## src/rtl/simd_stream_pkg.sv

```systemverilog
// Shared types and sizing helpers for the SIMD strided stream loader.
package simd_stream_pkg;

   typedef enum logic [1:0] {
      IDLE  = 2'd0,
      RUN   = 2'd1,
      DRAIN = 2'd2,
      DONE  = 2'd3
   } state_t;

   localparam int unsigned FIFO_DEPTH_DEFAULT = 4;
   localparam int unsigned FIFO_PTR_W         = $clog2(FIFO_DEPTH_DEFAULT);

   function automatic int fifo_ptr_w(input int depth);
      return $clog2(depth);
   endfunction

endpackage

```

## src/rtl/simd_sync_fifo.sv

```systemverilog
// Synchronous FIFO with combinational head read; DEPTH must be a power of 2 (>= 2).
// Push on full and pop on empty are dropped and flagged by assertion.
module simd_sync_fifo
   import simd_stream_pkg::*;
#(
   parameter int WIDTH = 32,
   parameter int DEPTH = 4
) (
   input  logic                     clk,
   input  logic                     reset,
   input  logic                     push,
   input  logic [WIDTH-1:0]         push_data,
   input  logic                     pop,
   output logic [WIDTH-1:0]         head_data,
   output logic                     empty,
   output logic                     full,
   output logic [$clog2(DEPTH):0]   count
);

   localparam int PTR_W = fifo_ptr_w(DEPTH);

   logic [WIDTH-1:0] mem_q [DEPTH];
   logic [PTR_W-1:0] wr_ptr_q, wr_ptr_d;
   logic [PTR_W-1:0] rd_ptr_q, rd_ptr_d;
   logic [PTR_W:0]   cnt_q, cnt_d;
   logic             do_push, do_pop;

   assign empty     = (cnt_q == '0);
   assign full      = (cnt_q == (PTR_W+1)'(DEPTH));
   assign count     = cnt_q;
   assign head_data = mem_q[rd_ptr_q];
   assign do_push   = push && !full;
   assign do_pop    = pop && !empty;

   always_comb begin
      wr_ptr_d = wr_ptr_q;
      rd_ptr_d = rd_ptr_q;
      cnt_d    = cnt_q;
      if (do_push) wr_ptr_d = wr_ptr_q + PTR_W'(1);
      if (do_pop)  rd_ptr_d = rd_ptr_q + PTR_W'(1);
      if (do_push && !do_pop) cnt_d = cnt_q + (PTR_W+1)'(1);
      if (!do_push && do_pop) cnt_d = cnt_q - (PTR_W+1)'(1);
   end

   always_ff @(posedge clk) begin
      if (reset) begin
         wr_ptr_q <= '0;
         rd_ptr_q <= '0;
         cnt_q    <= '0;
      end else begin
         wr_ptr_q <= wr_ptr_d;
         rd_ptr_q <= rd_ptr_d;
         cnt_q    <= cnt_d;
      end
   end

   // Storage needs no reset: validity is tracked entirely by the counter.
   always_ff @(posedge clk) begin
      if (do_push) mem_q[wr_ptr_q] <= push_data;
   end

   a_no_overflow:  assert property (@(posedge clk) disable iff (reset) !(push && full));
   a_no_underflow: assert property (@(posedge clk) disable iff (reset) !(pop && empty));

endmodule

```

## src/rtl/simd_stream_loader.sv

```systemverilog
// Strided RAM read engine: start in cycle s, first read s+1, first out_valid s+3, one word/cycle.
// Reads are only issued against free FIFO credit, so out_ready backpressure never loses data.
module simd_stream_loader
   import simd_stream_pkg::*;
#(
   parameter int DATA_WIDTH = 32,
   parameter int ADDR_WIDTH = 10,
   parameter int CNT_WIDTH  = 16,
   parameter int FIFO_DEPTH = FIFO_DEPTH_DEFAULT
) (
   input  logic                  clk,
   input  logic                  reset,
   input  logic                  cfg_start,
   input  logic [ADDR_WIDTH-1:0] cfg_base,
   input  logic [ADDR_WIDTH-1:0] cfg_stride,
   input  logic [CNT_WIDTH-1:0]  cfg_count,
   output logic                  busy,
   output logic                  done,
   output logic                  mem_read_req,
   output logic [ADDR_WIDTH-1:0] mem_read_addr,
   input  logic [DATA_WIDTH-1:0] mem_read_data,
   output logic                  out_valid,
   output logic [DATA_WIDTH-1:0] out_data,
   output logic                  out_last,
   input  logic                  out_ready
);

   localparam int PTR_W = fifo_ptr_w(FIFO_DEPTH);

   state_t                state_q, state_d;
   logic [ADDR_WIDTH-1:0] addr_q, addr_d;
   logic [ADDR_WIDTH-1:0] stride_q, stride_d;
   logic [CNT_WIDTH-1:0]  count_q, count_d;
   logic [CNT_WIDTH-1:0]  issue_cnt_q, issue_cnt_d;
   logic [CNT_WIDTH-1:0]  pop_cnt_q, pop_cnt_d;
   logic                  inflight_q;

   logic [PTR_W:0]        fifo_count;
   logic [PTR_W+1:0]      occupancy;
   logic                  fifo_empty, fifo_full;
   logic                  pop;

   // Credit uses pre-pop occupancy plus the word still in the RAM pipeline.
   assign occupancy     = {1'b0, fifo_count} + (PTR_W+2)'(inflight_q);
   assign mem_read_req  = (state_q == RUN) && (issue_cnt_q < count_q)
                          && (occupancy < (PTR_W+2)'(FIFO_DEPTH));
   assign mem_read_addr = addr_q;

   assign out_valid = !fifo_empty;
   assign pop       = out_valid && out_ready;
   assign out_last  = out_valid && (pop_cnt_q == count_q - CNT_WIDTH'(1));
   assign busy      = (state_q != IDLE);
   assign done      = (state_q == DONE);

   always_comb begin
      state_d     = state_q;
      addr_d      = addr_q;
      stride_d    = stride_q;
      count_d     = count_q;
      issue_cnt_d = issue_cnt_q;
      pop_cnt_d   = pop ? pop_cnt_q + CNT_WIDTH'(1) : pop_cnt_q;
      unique case (state_q)
         IDLE: begin
            if (cfg_start) begin
               addr_d      = cfg_base;
               stride_d    = cfg_stride;
               count_d     = cfg_count;
               issue_cnt_d = '0;
               pop_cnt_d   = '0;
               state_d     = (cfg_count != '0) ? RUN : DONE;
            end
         end
         RUN: begin
            if (mem_read_req) begin
               addr_d      = addr_q + stride_q;
               issue_cnt_d = issue_cnt_q + CNT_WIDTH'(1);
               if (issue_cnt_q + CNT_WIDTH'(1) == count_q) state_d = DRAIN;
            end
         end
         DRAIN: begin
            if (pop_cnt_d == count_q) state_d = DONE;
         end
         DONE: begin
            state_d = IDLE;
         end
         default: state_d = IDLE;
      endcase
   end

   always_ff @(posedge clk) begin
      if (reset) begin
         state_q     <= IDLE;
         addr_q      <= '0;
         stride_q    <= '0;
         count_q     <= '0;
         issue_cnt_q <= '0;
         pop_cnt_q   <= '0;
         inflight_q  <= 1'b0;
      end else begin
         state_q     <= state_d;
         addr_q      <= addr_d;
         stride_q    <= stride_d;
         count_q     <= count_d;
         issue_cnt_q <= issue_cnt_d;
         pop_cnt_q   <= pop_cnt_d;
         inflight_q  <= mem_read_req;
      end
   end

   simd_sync_fifo #(
      .WIDTH (DATA_WIDTH),
      .DEPTH (FIFO_DEPTH)
   ) u_fifo (
      .clk       (clk),
      .reset     (reset),
      .push      (inflight_q),
      .push_data (mem_read_data),
      .pop       (pop),
      .head_data (out_data),
      .empty     (fifo_empty),
      .full      (fifo_full),
      .count     (fifo_count)
   );

   a_credit_holds: assert property (@(posedge clk) disable iff (reset) !(inflight_q && fifo_full));

endmodule

```

## config.mk

```make
export PLATFORM = sky130hd
export DESIGN_NAME = simd_stream_loader
export DESIGN_NICKNAME = d
export VERILOG_FILES = /design/src/rtl/simd_stream_pkg.sv /design/src/rtl/simd_sync_fifo.sv /design/src/rtl/simd_stream_loader.sv
export SDC_FILE = /design/constraint.sdc
export NUM_CORES = 1
export LEC_CHECK = 0
export ABC_CLOCK_PERIOD_IN_PS = 3500
export BUFFER_PORTS_ARGS = -buffer_cell sky130_fd_sc_hd__buf_2
export CORE_ASPECT_RATIO = 1.5
export CORE_UTILIZATION = 59
export CTS_CLUSTER_SIZE = 20
export DETAILED_ROUTE_END_ITERATION = 10
export PLACE_DENSITY_LB_ADDON = 0.12
export SETUP_SLACK_MARGIN = 0.02
export SYNTH_ARGS = -nofsm -noshare
export SYNTH_HDL_FRONTEND = slang
export SYNTH_SLANG_ARGS = --single-unit
```

## constraint.sdc

```tcl
create_clock -name clk -period 3.5 [get_ports clk]
set_clock_uncertainty 0.05 [all_clocks]
set_input_delay 0.35 -clock clk [delete_from_list [all_inputs] [get_ports clk]]
set_output_delay 0.35 -clock clk [all_outputs]
set_load 0.01 [all_outputs]
```

==> results.ini, run 1 <==
[run_status]
status = finished, final reports clean

[critical_path]
arrival_ns = 2.91
worstReg2RegStart = pop_cnt_q[0]
end_kind = primary output
required_ns = 3.10
cp_max_fo = 6
cp-start-kind = flip-flop
startpoint = count_q[3]
rrSetupSlack_ns = 0.54
crit_type = reg2out

[cts]
cts_made_buffers = 20
cts_tree = done
cts-root-buf = clkbuf_16
clock_latency_ns = 0.49
cts_setup_buffers = 0
cts.htree.levels = 1
cts_sinks = 208
clk_pin_slew_ns = 0.07
cts.path.max_buffers = 3

[route]
first_iter_violations = 376
routedWlPerCell_um = 17.7
totalWireLength_um = 21500
ant_nets = 0
first_pass_iters = 6
drc = 0
vias_per_cell = 5.88
dr_total_vias = 7162

[global_routing]
grt_max_degree = 64
grtUsageTotal_pct = 25.1
grt_pass1_vias = 7057
overflow = 0
grt_pass1_wl_um = 34700
grt_antenna_before_repair = 0

[power_and_ir_drop]
netSwitchingPower_mw = 2.39
p_seq_share_pct = 39.9
clkPwrFrac_pct = 29.4
peakVddDrop_mv = 0.516
combPwrFrac_pct = 30.7
power_density_nw_per_um2 = 646
p_leak_nw = 4.26
switching_share_pct = 31.8
intPower_mw = 5.12

[logic_synthesis]
synth_top_area_share_pct = 38.0
ys_ff_latch = 208
synth_area_per_cell_um2 = 11.4
postSynth.asyncResetShare_pct = 0
synth.distinct_cells = 67
synth_area_leaders = edfxtp_1, dfxtp_1, mux4_2, ha_1, xnor2_1
syn_area_um2 = 10100
synth_edf_count = 128
ys.flop_type = edfxtp_1
yosys.area.top_type = edfxtp_1
ys_seq_area_share_pct = 53.8
synth_nets = 998
yosysMostFrequentCell = edfxtp_1
synth_common_cells = edfxtp_1, nand2_1, dfxtp_1
ys_warn_count = 0
synth_cells = 887

[timing]
final_max_slew_viol_count = 0
setup_tns_ns = 0
slew_headroom_pct = 52.9
setup_ws_ns = 0.192
rsz0062_at_grt = no
finalHoldViolCount = 0
timing.final.crit_share_pct = 94.5
min_period_ns = 3.31
max_freq_ghz = 0.302
tightest_slew_ns = 0.706
setup_violations = 0

[final_layout]
final_nets = 1105
num_antenna_cells = 0
synthToLayoutAreaGrowth_pct = 14.9
drive_gt1_share_pct = 21.9

[place]
port_buffers = 118
post-dp-hpwl_um = 15200
pre_cts_ws_ns = 0.393
place_congestion = 0.927

[floorplan]
ioPinCount = 119
start_util_pct = 60.3
coreArea_um2 = 16800
rows = 58
die_y_um = 162
die_x_um = 109
die_area_um2 = 17700

[worst_hold_path]
hold_start = mem_read_data[25]
holdCritPathClass = in2reg

[run]
max-cap-violations = 0

==> power by group through the flow <==
stage	Combinational, mW	Sequential [mW]	Clock, mW
2_1_floorplan	1.63	3.01	0
3_3_place_gp	2.27	3.04	0
3_5_place_dp	2.29	3.04	0
4_1_cts	2.31	2.99	2.25
5_1_grt	2.57	3.03	2.35
6_report	2.31	3.00	2.21
==> flip-flops by register name, summed over array words and instances (netlist names), named ones only <==
name / cells
u_fifo.wr_ptr_q: 2
u_fifo.count: 3
stride_q: 10
mem_read_addr: 10
state_q: 2
u_fifo.rd_ptr_q: 2
pop_cnt_q: 16
u_fifo.mem_q: 128
issue_cnt_q: 16
count_q: 16
inflight_q: 1
==> through the flow <==
step           cells  utilization, %  hold slack, ns  cell area, um^2  total power, mW
3_5_place_dp    1182            65.1           0.409            10900             5.34
6_report        1218            69.3          0.0247            11600             7.51
4_1_cts         1218            69.2         0.00850            11600             7.56
5_1_grt         1218            69.3          0.0113            11600             7.95
2_1_floorplan    887               -           0.390            10100             4.63
3_3_place_gp    1182            65.1           0.401            10900             5.30
==> kinds of logic (layout without fill, tap and decap cells) <==
family / after synthesis / after routing / synth area share (%)
adder cells (fa/ha/maj): 39 / 39 / 4.97
AO/OA/AOI/OAI: 169 / 169 / 10.4
AND/OR/NAND/NOR: 269 / 269 / 13.3
flip-flops: 208 / 208 / 53.8
XOR/XNOR: 73 / 73 / 6.32
multiplexers: 38 / 38 / 7.73
buffers and inverters: 91 / 212 / 3.41
==> worst max-delay path, stage by stage, from the launching register on <==
cell	delay, ns
dfxtp_1	0.50
xor2_1	0.40
xnor2_1	0.17
a31oi_1	0.11
a2111oi_0	0.41
nand4_1	0.20
a2111oi_2	0.42
buf_2	0.20
==> what timing repair did <==
action | in CTS | in global routing
resized for setup | 2 | 5
setup endpoints to repair | 1 | 1
hold buffers | 0 | 0
==> area by class of cell <==
cell class,count,area [um^2]
Clock buffer,24,537
Clock inverter,12,141
Fill cell,1231,5140
Inverter,37,139
Multi-Input combinational cell,588,4350
Sequential cell,208,5450
Tap cell,210,263
Timing Repair Buffer,139,748
==> routing by layer <==
metal | up-vias | part of all wire, % | global-route usage, % | routed length [um]
met5 | - | 0 | 0 | 0
met4 | 0 | 2.8 | 9.46 | 595
met3 | 41 | 4.8 | 3.28 | 1030
met2 | 188 | 53 | 45.7 | 11400
met1 | 3469 | 40 | 29.6 | 8530
li1 | 3464 | - | - | -
==> cells in the final DEF, fill, tap and decap left out, drive strengths merged, types with 32 or more instances in the layout <==
cell type	instances
ha	37
xnor2	48
a21oi	69
dfxtp	80
o21ai	38
buf	139
nand2	82
nor2	59
inv	36
mux4	32
edfxtp	128
==> final timing paths <==
path	endpoint	cells past startpoint
worst max-delay path	out_last	7
worst max register to register	state_q[0]	9
worst min-delay path	u_fifo.mem_q[1][25]	1
worst min register to register	stride_q[3]	2
No activity file was read; power rests on OpenSTA's default activity.
==> run 2: changes to the inputs <==
--- a/config.mk
+++ b/config.mk
@@ -8,5 +8,7 @@
 export ABC_CLOCK_PERIOD_IN_PS = 3500
-export BUFFER_PORTS_ARGS = -buffer_cell sky130_fd_sc_hd__buf_2
+export BUFFER_PORTS_ARGS = -buffer_cell sky130_fd_sc_hd__buf_4
+export CELL_PAD_IN_SITES_DETAIL_PLACEMENT = 0
+export CELL_PAD_IN_SITES_GLOBAL_PLACEMENT = 2
 export CORE_ASPECT_RATIO = 1.5
-export CORE_UTILIZATION = 59
+export CORE_UTILIZATION = 39
 export CTS_CLUSTER_SIZE = 20
--- a/constraint.sdc
+++ b/constraint.sdc
@@ -4,2 +4,2 @@
 set_output_delay 0.35 -clock clk [all_outputs]
-set_load 0.01 [all_outputs]
+set_load 0.05 [all_outputs]
==> run 2 against run 1 <==
Against the previous run: final cell count is 13% higher; sequential cell count stayed put; count of clock-buffer cells in the layout is 2 higher; critical path type unchanged.
==> results.ini, run 2 (synthesis results as in run 1) <==
[cts]
cts_tree = done
cts-root-buf = clkbuf_16
cts_made_buffers = 21  ; +5.0%
cts.path.max_buffers = 3  ; unchanged
cts_setup_buffers = 0  ; unchanged
clk_pin_slew_ns = 0.07  ; about the same
cts.htree.levels = 1  ; unchanged
clock_latency_ns = 0.51  ; +0.02 ns
cts_sinks = 208  ; unchanged

[final_layout]
final_common_cell = buf_4
final_nets = 1143  ; +3.4%
largest_reg_flops = 128  ; unchanged
n_fill_cell = 2357  ; +91%
drive_gt1_share_pct = 21.8  ; -0.13 points
regMostFlops = u_fifo.mem_q
synthToLayoutAreaGrowth_pct = 23.6
final_cell_mix = buf_4, edfxtp_1, nand2_1
num_antenna_cells = 0  ; unchanged

[power_and_ir_drop]
peakVddDrop_mv = 0.480  ; -6.9%
p_leak_nw = 4.53  ; +6.4%
power_density_nw_per_um2 = 673  ; +4.1%
finalPower_mw = 8.41  ; +12%

[critical_path]
crit_type = reg2out
path_buf_inv = 2  ; +1
arrival_ns = 2.90  ; about the same
worst_path_most_repeated_cell = nor3_1
required_ns = 3.10  ; about the same
critical_path.max_stage_delay_ns = 0.46  ; -0.04 ns
cp-start-kind = flip-flop
cp_slowest_cell = or4_1
end_kind = primary output
cpLargestDelayFamily = simple AND/OR/NAND/NOR gates
path_cells = nor3_1 > and3_2 > inv_1 > or4_1 > a21oi_1 > nor3_1 > a2111oi_4 > buf_4
cp_max_fo = 7  ; +1

[run_status]
status = finished, final reports clean

[global_routing]
grt_max_degree = 34  ; -47%
grt_antenna_before_repair = 0  ; unchanged
grt_pass1_vias = 7478  ; +6.0%
met3_usage_pct = 2.21  ; -1.1 points
grt_pass1_wl_um = 40600  ; +17%
grt-busiest-layer = met2
grt_use_met2_pct = 39.1  ; -6.6 points
overflow = 0  ; unchanged
grtUsageMet1_pct = 22.1  ; -7.5 points
grtUsageTotal_pct = 19.8  ; -5.4 points

[floorplan]
die_area_um2 = 26600  ; +50%
die_y_um = 199  ; +23%
start_util_pct = 39.9  ; -20 points
die_x_um = 133  ; +23%
ioPinCount = 119  ; unchanged
rows = 71  ; +22%
coreArea_um2 = 25300  ; +51%

[timing]
rsz0062_at_grt = no
finalHoldViolCount = 0  ; unchanged
timing.final.crit_share_pct = 94.4  ; -0.15 points
min_period_ns = 3.30  ; -0.00511 ns
tightest_slew_ns = 0.687  ; -0.0191 ns
slew_headroom_pct = 54.2  ; +1.3 points
max_freq_ghz = 0.303  ; +0.15%
setup_tns_ns = 0  ; unchanged
final_max_slew_viol_count = 0  ; unchanged
setup_violations = 0  ; unchanged

[worst_hold_path]
holdCritPathClass = in2reg

[place]
post-dp-hpwl_um = 18800  ; +23%
port_buffers = 118  ; unchanged
place_congestion = 0.801  ; -14%

[run]
max-cap-violations = 0  ; unchanged

[route]
vias_per_cell = 5.25  ; -11%
dr_total_vias = 7211  ; +0.68%
first_pass_iters = 4  ; -2
totalWireLength_um = 25700  ; +20%
first_iter_violations = 281  ; -25%
ant_nets = 0  ; unchanged
drc = 0  ; unchanged
routedWlPerCell_um = 18.7  ; +6.0%

## run 2: tightest hold or removal path: stages
cell and delay (ns):
buf_4 0.11, nand2_1 0.05, a21oi_1 0.05
## run 2: power by group
part,switching [mW],internal (mW),leakage (nW),total [mW]
logic,1.95,1.14,2.39,3.10
registers,0.215,2.83,1.81,3.04
clock network,0.939,1.33,0.329,2.27
## run 2: area by class of cell
type	count	area [um^2]	share of cell area (%)
clock buffers	26	544	4.35
clock inverters	11	136	1.09
inverters	37	139	1.11
multi-input cells	588	4370	34.9
flip-flops and latches	208	5450	43.6
well taps	328	410	3.28
repair buffers	176	1450	11.6
## run 2: final timing paths
path / startpoint / end / slack, ns / cells after the start
setup / recovery: count_q[7] / out_last / 0.20 / 8
hold / removal: cfg_stride[0] / stride_q[0] / 0.04 / 3
setup reg to reg: u_fifo.count[2] / state_q[1] / 0.44 / 9
hold reg to reg: stride_q[0] / stride_q[0] / 0.42 / 2
## run 2: metal layers
layer  part of all wire, %  up-vias
li1                      -     3539
met1                    40     3512
met2                    55      126
met3                   3.0       34
met4                   2.1        0
met5                     0        -
## run 2: repair_timing
item,in CTS,in global routing
gates resized for setup,5,7
pin swaps,0,1
endpoints found under the hold margin,128,0
endpoints found under the setup margin,1,1
hold buffers,32,0
cloned,0,0
## run 2: stage by stage
step / hold WS, ns / worst slack, ns / instance area (um^2) / util [%] / instances
6_report: 0.0414 / 0.198 / 12500 / 49.4 / 1374
5_1_grt: 0.0336 / 0.0239 / 12500 / 49.4 / 1374
4_1_cts: 0.0205 / 0.0278 / 12500 / 49.3 / 1374
3_5_place_dp: 0.411 / 0.430 / 11500 / 45.2 / 1305
3_3_place_gp: 0.404 / 0.455 / 11500 / 45.2 / 1305
2_1_floorplan: 0.390 / 0.182 / 10100 / - / 887
